File: src/rtl/mem_port_arbiter.sv
// Two-port arbiter for the unified instruction/data memory: CPU and loader ports.
// Round-robin by default; define ARB_FIXED_PRIO_EN to give the CPU fixed priority.
module mem_port_arbiter #(
  parameter int unsigned ADDR_W  = 32,
  parameter int unsigned DATA_W  = 32,
  parameter int unsigned MEM_LAT = 2
) (
  input  logic              clk,
  input  logic              reset,
  input  logic              cpu_req,
  input  logic              cpu_we,
  input  logic [ADDR_W-1:0] cpu_addr,
  input  logic [DATA_W-1:0] cpu_wdata,
  output logic [DATA_W-1:0] cpu_rdata,
  output logic              cpu_ack,
  input  logic              ldr_req,
  input  logic              ldr_we,
  input  logic [ADDR_W-1:0] ldr_addr,
  input  logic [DATA_W-1:0] ldr_wdata,
  output logic [DATA_W-1:0] ldr_rdata,
  output logic              ldr_ack,
  output logic              mem_read,
  output logic              mem_write,
  output logic [ADDR_W-1:0] mem_addr,
  output logic [DATA_W-1:0] mem_wdata,
  input  logic [DATA_W-1:0] mem_rdata,
  output logic              busy,
  output logic              grant_ldr
);

  localparam int unsigned CntW = (MEM_LAT > 1) ? $clog2(MEM_LAT) : 1;

  typedef enum logic [1:0] {StIdle, StAccess, StDone} state_t;

  state_t          state;
  logic [CntW-1:0] cnt;
  logic            we_q;
  logic            last_ldr;
  logic            pick_ldr;

  always_comb begin
    pick_ldr = 1'b0;
`ifdef ARB_FIXED_PRIO_EN
    pick_ldr = ldr_req & ~cpu_req;
`else
    // On a tie the port that did not win last time gets the grant.
    pick_ldr = ldr_req & (~cpu_req | ~last_ldr);
`endif
  end

  always_ff @(posedge clk) begin
    if (!reset) begin
      state     <= StIdle;
      cnt       <= '0;
      we_q      <= 1'b0;
      last_ldr  <= 1'b1;
      grant_ldr <= 1'b0;
      busy      <= 1'b0;
      mem_read  <= 1'b0;
      mem_write <= 1'b0;
      mem_addr  <= '0;
      mem_wdata <= '0;
      cpu_rdata <= '0;
      ldr_rdata <= '0;
      cpu_ack   <= 1'b0;
      ldr_ack   <= 1'b0;
    end else begin
      cpu_ack <= 1'b0;
      ldr_ack <= 1'b0;
      unique case (state)
        StIdle: begin
          if (cpu_req || ldr_req) begin
            state     <= StAccess;
            busy      <= 1'b1;
            grant_ldr <= pick_ldr;
            last_ldr  <= pick_ldr;
            cnt       <= CntW'(MEM_LAT - 1);
            if (pick_ldr) begin
              mem_addr  <= ldr_addr;
              mem_wdata <= ldr_wdata;
              we_q      <= ldr_we;
              mem_read  <= ~ldr_we;
              mem_write <= ldr_we;
            end else begin
              mem_addr  <= cpu_addr;
              mem_wdata <= cpu_wdata;
              we_q      <= cpu_we;
              mem_read  <= ~cpu_we;
              mem_write <= cpu_we;
            end
          end
        end
        StAccess: begin
          if (cnt == '0) begin
            state     <= StDone;
            mem_read  <= 1'b0;
            mem_write <= 1'b0;
            if (grant_ldr) begin
              ldr_ack <= 1'b1;
              if (!we_q) ldr_rdata <= mem_rdata;
            end else begin
              cpu_ack <= 1'b1;
              if (!we_q) cpu_rdata <= mem_rdata;
            end
          end else begin
            cnt <= cnt - 1'b1;
          end
        end
        StDone: begin
          state <= StIdle;
          busy  <= 1'b0;
        end
        default: state <= StIdle;
      endcase
    end
  end

endmodule

File: config.mk
export PLATFORM = sky130hd
export DESIGN_NAME = mem_port_arbiter
export DESIGN_NICKNAME = d
export VERILOG_FILES = /design/src/rtl/mem_port_arbiter.sv
export SDC_FILE = /design/constraint.sdc
export NUM_CORES = 1
export LEC_CHECK = 0
export CELL_PAD_IN_SITES_DETAIL_PLACEMENT = 1
export CELL_PAD_IN_SITES_GLOBAL_PLACEMENT = 2
export CORE_MARGIN = 1
export CORE_UTILIZATION = 25
export CTS_CLUSTER_DIAMETER = 40
export DETAILED_ROUTE_END_ITERATION = 10
export PLACE_DENSITY_LB_ADDON = 0.1
export SLEW_MARGIN = 25
export SYNTH_ARGS = -nofsm -noshare
export SYNTH_HDL_FRONTEND = slang
export SYNTH_SLANG_ARGS = --single-unit
File: constraint.sdc
create_clock -name clk -period 2.15 [get_ports clk]
set_input_delay 0.215 -clock clk [delete_from_list [all_inputs] [get_ports clk]]
set_output_delay 0.215 -clock clk [all_outputs]
set_load 0.02 [all_outputs]
# == After elaboration in Yosys (flattened, before gate mapping) ==
# Index checks and enable logic that the tools add are counted.
# word_totals
regBits,139
out_inout_bits,134
# classes
addsub,1
n_eq_ne,4
muxes,18
bitwise_logic,11
n_reduce_logical,12
# op_table
operator,n
$mux 32,2
$mux 1,9
$not 1->1,9
$pmux 1 s2,4
$reduce_and 2->1,4
$reduce_and 4->1,2
$mux 2,2
$ne 2x2->1 const B,2
$pmux 2 s2,1
$reduce_bool 2->1,2
$reduce_and 3->1,1
$reduce_or 3->1,1
$eq 2x1->1 const B,1
$eq 2x2->1 const B,1
$logic_not 2->1,1
$and 1x1->1,1
$logic_or 1x1->1,1
$or 1x1->1,1
$sub 1x1->1 const B,1

# == Depth between registers and ports, before layout ==
# Gate-level depths: netlist of the first run.
# depth
ltp_word,6
mapped_depth,7

# == Least setup slack after synthesis of the first run ==
# No wires, ideal clock.
# synth_timing
path_kind,flip-flop to flip-flop
start,register state[0]
end,register cpu_rdata[0]
arrival_ns,1.306
required_ns,2.078
setup_slack_ns,0.773
stages_incl_launch_ff,6
cell_sequence,dfxtp_1 nor3b_4 nor3b_1 buf_4 buf_6 mux2i_1
# synth_via
elab_chain_cells,2
# synth_rtl
item,line_no,source
"start, declared",35,state_t state;
"start signal, assigned",53,state <= StIdle;
"start signal, assigned",73,state <= StAccess;
"start signal, assigned",95,state <= StDone;
$eq 2x1->1,70,unique case (state)
$reduce_and 4->1 (no source line),-,
"end signal, assigned",103,if (!we_q) cpu_rdata <= mem_rdata;
"end, declared",14,"output logic [DATA_W-1:0] cpu_rdata,"
# No other way between the ends.
# A chain may end at the register's enable or synchronous reset.

# == Worst setup path in the final report of the first run ==
# layout_timing
start,register grant_ldr
end,output port grant_ldr
# layout_rtl
item,line_no,source
"start, declared",28,output logic grant_ldr
"start signal, assigned",75,grant_ldr <= pick_ldr;
# No word-level cell between the ends.

==> results of run 1 <==
power groups by stage:
| stage | Clock, uW | Sequential, uW | Combinational, uW |
|---|---|---|---|
| finish | 3100 | 2940 | 1930 |
| global route | 3320 | 2970 | 2070 |
| CTS | 3190 | 2940 | 1960 |
| detailed placement | 0 | 2990 | 1950 |
| global placement | 0 | 2980 | 1920 |
| floorplan | 0 | 3230 | 729 |
worst reg2reg max path, cell delays in order (launching register included):
cell     delay [ps]
dfxtp_1         430
nor3b_4         320
nor3b_2         290
buf_12          290
mux2i_1         250
final cells by class:
| type | count | area [sq um] |
|---|---|---|
| Fill cell | 2483 | 13050 |
| Multi-Input combinational cell | 384 | 2825 |
| Timing Repair Buffer | 317 | 3238 |
| Inverter | 3 | 11.26 |
| Clock inverter | 10 | 138.9 |
| Clock buffer | 21 | 480.5 |
| Tap cell | 313 | 391.6 |
| Sequential cell | 139 | 2783 |
layer usage:
metal / GRT usage, % / part of all wire, % / routed length, um
met1: 20.11 / 43 / 8854
met2: 29.47 / 48 / 10060
met3: 6.528 / 8.0 / 1665
met4: 4.482 / 1.1 / 227
met5: 0 / 0 / 0
metrics by stage:
step | power, uW | worst slack, ps | hold WS [ps]
final | 7970 | 419.1 | 103.4
after global routing | 8361 | 343.3 | 104.0
after CTS | 8090 | 386.3 | 83.97
after detailed placement | 4943 | 164.8 | 453.2
after global placement | 4901 | 254.5 | 443.4
after floorplan | 3954 | 772.8 | 376.5
state kept, by name, summed over array words and instances (netlist names):
register	count
state	2
cnt	1
cpu_rdata	32
we_q	1
mem_write	1
grant_ldr	1
ldr_rdata	32
busy	1
ldr_ack	1
mem_addr	32
cpu_ack	1
last_ldr	1
mem_read	1
mem_wdata	32
synthesized netlist by cell type (all sizes together), types with 2 or more instances:
| library cell | number | area share (%) |
|---|---|---|
| and3 | 2 | 0.21 |
| o21ai | 3 | 0.25 |
| nand2 | 99 | 6.3 |
| mux2i | 129 | 22 |
| and2 | 3 | 0.32 |
| inv | 3 | 0.19 |
| clkbuf | 31 | 2.1 |
| nand3 | 2 | 0.17 |
| nor3b | 2 | 0.45 |
| a211oi | 66 | 11 |
| a21oi | 69 | 5.8 |
| a21boi | 2 | 0.32 |
| dfxtp | 139 | 47 |
| buf | 26 | 3.0 |
path summary, 6_finish.rpt:
path | slack (ps) | cells after the start | end | startpoint
worst min-delay path | 100 | 2 | last_ldr | reset
worst max-delay path | 420 | 1 | grant_ldr | grant_ldr
worst min register to register | 460 | 2 | cpu_rdata[1] | cpu_rdata[1]
worst max register to register | 500 | 4 | cpu_rdata[2] | state[0]
cells in the final DEF, fill, tap and decap left out, types with 3 or more instances in the layout:
cell	count
a21oi_1	69
clkbuf_16	17
dfxtp_1	139
buf_4	10
bufinv_16	3
a211oi_1	36
clkbuf_8	4
buf_12	9
clkinvlp_4	4
nand2_1	99
o21ai_0	3
a211oi_2	30
mux2i_1	129
clkdlybuf4s50_1	298
cell families after synthesis:
kind of cell | Yosys count | synth area share [%]
buffers and inverters | 60 | 5.340
muxes | 129 | 21.87
DFF | 139 | 47.13
AOI/OAI and AO/OA | 143 | 17.78
and+or+nand+nor | 112 | 7.883
==> impl_metrics.py, run 1 <==
metrics = {
    "worst_setup_path": {
        "slowest_delay_ps": 670,
        "slowest_stage": "clkdlybuf4s50_1",
        "cp-end-kind": "primary output",
        "arrival_ps": 1520,
        "worstSetupPathType": "reg2out",
        "critPathTopFamily": "buffers and inverters",
        "worstPathCellList": "clkdlybuf4s50_1",
        "critPathRequiredTime_ps": 1930,
        "cp_max_fo": 6,
        "path_buf_inv": 1,
        "cp-start-kind": "register",
    },
    "clocking": {
        "cts_tree": "yes",
        "clock_path_buffers": 2,
        "cts_resized": 0,
        "hold_buffers": 0,
        "postCtsSetupBuffers": 0,
        "clock-root-buffer": "clkbuf_16",
        "cts_sinks": 139,
        "htreeDepth": 4,
        "worstSkewPairLatency_ps": 420,
        "path_clk_slew_ps": 60,
        "cts_buffers": 17,
    },
    "floorplan": {
        "coreArea_sq_mm": 0.02292,
        "initial_utilization_pct": 25.77,
        "die_y_um": 155.7,
        "fp.dieW_um": 155.7,
        "dieArea_sq_mm": 0.02424,
        "row_count": 55,
        "io_pins": 300,
    },
    "yosys": {
        "netlist_instances": 583,
        "yosysUniqueCellTypes": 30,
        "yosys_register_bits": 139,
        "synth_area_sq_mm": 0.005904,
        "ys_seq_area_share_pct": 47.13,
        "async_reset_ff_share_pct": 0,
        "synth_edf_count": 0,
        "synth_nets": 749,
        "synth_ff_type": "dfxtp_1",
        "avgSynthCellArea_sq_um": 10.13,
        "yosys_warnings": 0,
    },
    "grt": {
        "grt_max_degree": 73,
        "antenna_found_initial": 0,
        "grt_usage_pct": 17.23,
        "first_global_vias": 5747,
        "grt.overflow.total": 0,
        "grt_pass1_wl_um": 32130,
    },
    "power_and_ir_drop": {
        "seqPwrFrac_pct": 36.9,
        "p_int_uw": 5720,
        "netSwitchingPower_uw": 2249,
        "p_per_area_mw_per_mm2": 807.6,
        "clkPwrFrac_pct": 38.9,
        "p_sw_share_pct": 28.22,
        "ir_drop_uv": 439.8,
        "p_comb_share_pct": 24.2,
        "power.leakage_uw": 0.003763,
    },
    "sta": {
        "min_period_over_period_pct": 80.50,
        "post-route-min-period_ps": 1731,
        "fmax_mhz": 577.7,
        "final-max-slew-violation-count": 0,
        "final-hold-violation-count": 0,
        "tightest_slew_ps": 625.5,
        "slew_headroom_pct": 58.30,
        "rsz0062_at_grt": "no",
        "tns_ps": 0,
        "finClkSkew_ps": 7.717,
        "finalSetupViolCount": 0,
    },
    "place": {
        "dp_cells": 1156,
        "portBuffers": 299,
        "dpl.hpwl_um": 15050,
        "gp_congestion": 0.7545,
        "post_dp_cell_area_sq_mm": 0.009249,
    },
    "min_path": {
        "hold_class": "in2reg",
    },
    "layout": {
        "antenna-diode-count": 0,
        "area_delta_synth_final_pct": 67.13,
        "post_route_cells_drive_above_1_share_pct": 10.07,
        "fin_util_pct": 43.06,
        "layout.nets": 1028,
        "final-instance-count-excl-fill": 1187,
        "design_area_sq_mm": 0.009868,
    },
    "route": {
        "vias": 5390,
        "drt_iter0_markers": 156,
        "drc": 0,
        "routed_wirelength_um": 20800,
        "drt_pass1_iterations": 4,
        "ant_nets": 0,
        "post_drt_wl_per_cell_um": 17.53,
        "via_per_inst": 4.541,
    },
    "run_status": {
        "status": "finished, final reports clean",
    },
    "run": {
        "drv_cap": 0,
    },
}
Note: power is estimated with default switching activity, not from simulation.
==> run 2: changes to the inputs <==
Settings changed: CORE_UTILIZATION 25 to 21.
Clock period 2.15 ns to 1.4 ns, I/O delays scaled along.
==> impl_metrics.py, run 2 (synthesis results as in run 1) <==
metrics = {
    "run_status": {
        "status": "finished, violations left",
        "violations": "setup timing",
    },
    "clocking": {
        "cts_tree": "yes",
        "clock_path_buffers": 2,
        "hold_buffers": 0,
        "path_clk_slew_ps": 70,
        "htreeDepth": 4,
        "cts_buffers": 17,
        "cts_sinks": 139,
        "clock-root-buffer": "clkbuf_16",
        "worstSkewPairLatency_ps": 430,
    },
    "layout": {
        "antenna-diode-count": 0,
        "seq_area_sq_mm": 0.002791,
        "area_delta_synth_final_pct": 85.65,
        "multi_input_area_sq_mm": 0.003233,
        "fillers": 3036,
        "final_common_cell": "clkdlybuf4s50_1",
        "design_area_sq_mm": 0.01096,
        "layout.nets": 1069,
        "post_route_cells_drive_above_1_share_pct": 21.62,
        "layout_common_cells": "clkdlybuf4s50_1 (164), dfxtp_1 (134), dlygate4sd2_1 (133)",
    },
    "worst_setup_path": {
        "worstPathCellList": "a21boi_4 > buf_12 > clkbuf_16 > mux2i_2 > a211oi_2",
        "worstSetupPathType": "reg2reg",
        "cp-end-kind": "register",
        "reg2reg_to": "mem_addr[5]",
        "slowest_stage": "dfxtp_2",
        "rr_startpoint": "last_ldr",
        "rr_worst_depth": 5,
        "cp_max_fo": 8,
        "crit_start": "last_ldr",
        "cp-start-kind": "register",
        "path_depth": 5,
        "critPathTopFamily": "buffers and inverters",
        "path_buf_inv": 2,
        "critPathRequiredTime_ps": 1700,
        "ff2ff_setup_slack_ps": -60,
        "arrival_ps": 1760,
        "slowest_delay_ps": 340,
    },
    "grt": {
        "first_global_vias": 6173,
        "grt.overflow.total": 0,
        "antenna_found_initial": 3,
        "use_met2_pct": 28.67,
        "grt_usage_pct": 16.30,
        "grt_max_degree": 75,
        "grt.busiest_layer": "met2",
        "grt_pass1_wl_um": 35430,
        "use_met1_pct": 18.07,
        "met3_usage_pct": 6.460,
    },
    "place": {
        "dpl.hpwl_um": 15900,
        "gp_congestion": 0.7716,
        "post_dp_cell_area_sq_mm": 0.009450,
        "portBuffers": 299,
    },
    "run": {
        "drv_cap": 0,
    },
    "route": {
        "drt_iter0_markers": 146,
        "drt_pass1_iterations": 4,
        "post_drt_wl_per_cell_um": 18.87,
        "drc": 0,
        "routed_wirelength_um": 24420,
        "vias": 5689,
        "ant_nets": 0,
        "via_per_inst": 4.396,
    },
    "power_and_ir_drop": {
        "power.leakage_uw": 0.004707,
        "ir_drop_uv": 765.5,
        "p_per_area_mw_per_mm2": 1171,
    },
    "floorplan": {
        "die_y_um": 169.7,
        "initial_utilization_pct": 21.31,
        "coreArea_sq_mm": 0.02771,
        "dieArea_sq_mm": 0.02879,
        "fp.dieW_um": 169.7,
        "io_pins": 300,
        "row_count": 61,
    },
    "sta": {
        "slew_headroom_pct": 64.33,
        "tightest_slew_ps": 535.0,
        "fmax_mhz": 685.6,
        "min_period_over_period_pct": 104.2,
        "finClkSkew_ps": 20.65,
        "final-max-slew-violation-count": 0,
        "timing.hold.ws_ps": 48.27,
        "setup_slack_ps": -58.56,
        "final-hold-violation-count": 0,
        "rsz0062_at_grt": "yes",
        "finalSetupViolCount": 29,
        "post-route-min-period_ps": 1459,
    },
    "min_path": {
        "hold_class": "in2reg",
        "hp-start": "reset",
        "hold-path-cell-count": 2,
        "holdPathEnd": "mem_read",
    },
}
run 2: cell types whose count changed in the layout (fill, tap and decap cells not counted), sizes merged:
cell,delta
bufinv,-1
clkbuf,+7
dlygate4sd2,+133
clkdlybuf4s15,+1
clkinvlp,-2
inv,+5
clkinv,+1
clkdlybuf4s50,-134
buf,+32
run 2: power breakdown:
| group | internal (uW) | total [uW] | switching [uW] | leakage (uW) |
|---|---|---|---|---|
| Combinational | 1890 | 3670 | 1790 | 0.00328 |
| Clock | 2720 | 4670 | 1940 | 0.000287 |
| Sequential | 4300 | 4500 | 194 | 0.00114 |
| Total | 8910 | 12800 | 3920 | 0.00471 |
run 2: final cells by class:
class | count | share of cell area, %
Clock buffer | 19 | 4.041
Sequential cell | 139 | 25.47
Inverter | 3 | 0.1027
Multi-Input combinational cell | 384 | 29.49
Clock inverter | 13 | 1.427
Timing Repair Buffer | 358 | 35.16
Tap cell | 378 | 4.315
run 2: timing repair:
action | in CTS | in global routing
endpoints found under the hold margin | 0 | 0
setup buffers | 11 | 2
setup endpoints to repair | 234 | 103
gates cloned | 7 | 10
pin swaps | 5 | 9
gates resized for setup | 183 | 66
run 2: routing by layer:
| metal | part of all wire (%) | routed length (um) | up-vias |
|---|---|---|---|
| met5 | 0.19 | 46 | - |
| met4 | 1.2 | 295 | 6 |
| met3 | 7.7 | 1892 | 23 |
| met2 | 50 | 12320 | 192 |
| met1 | 40 | 9874 | 2751 |
| li1 | - | - | 2717 |
run 2: worst max path at each step:
stage / endpoint
floorplan: cpu_rdata[0]
global placement: mem_addr[11]
detailed placement: mem_addr[11]
CTS: mem_wdata[9]
global route: mem_addr[31]
finish: mem_addr[5]
run 2: through the flow:
step                cells  setup slack (ps)  util (%)  total power, uW  TNS [ps]
CTS                  1282            -39.00     37.44            12610    -126.4
global placement     1232            -408.8     34.11             7595    -23730
detailed placement   1232            -437.7     34.11             7660    -26670
global route         1294            -92.39     39.57            13460     -4210
floorplan             583             22.82         -             6073         0
finish               1294            -58.56     39.57            12830    -635.0
==> run 3: changes to the inputs <==
Settings changed: CTS_CLUSTER_SIZE from default to 24.
==> results of run 3 <==
Final layout, timing and power as in run 2 (identical DEF).
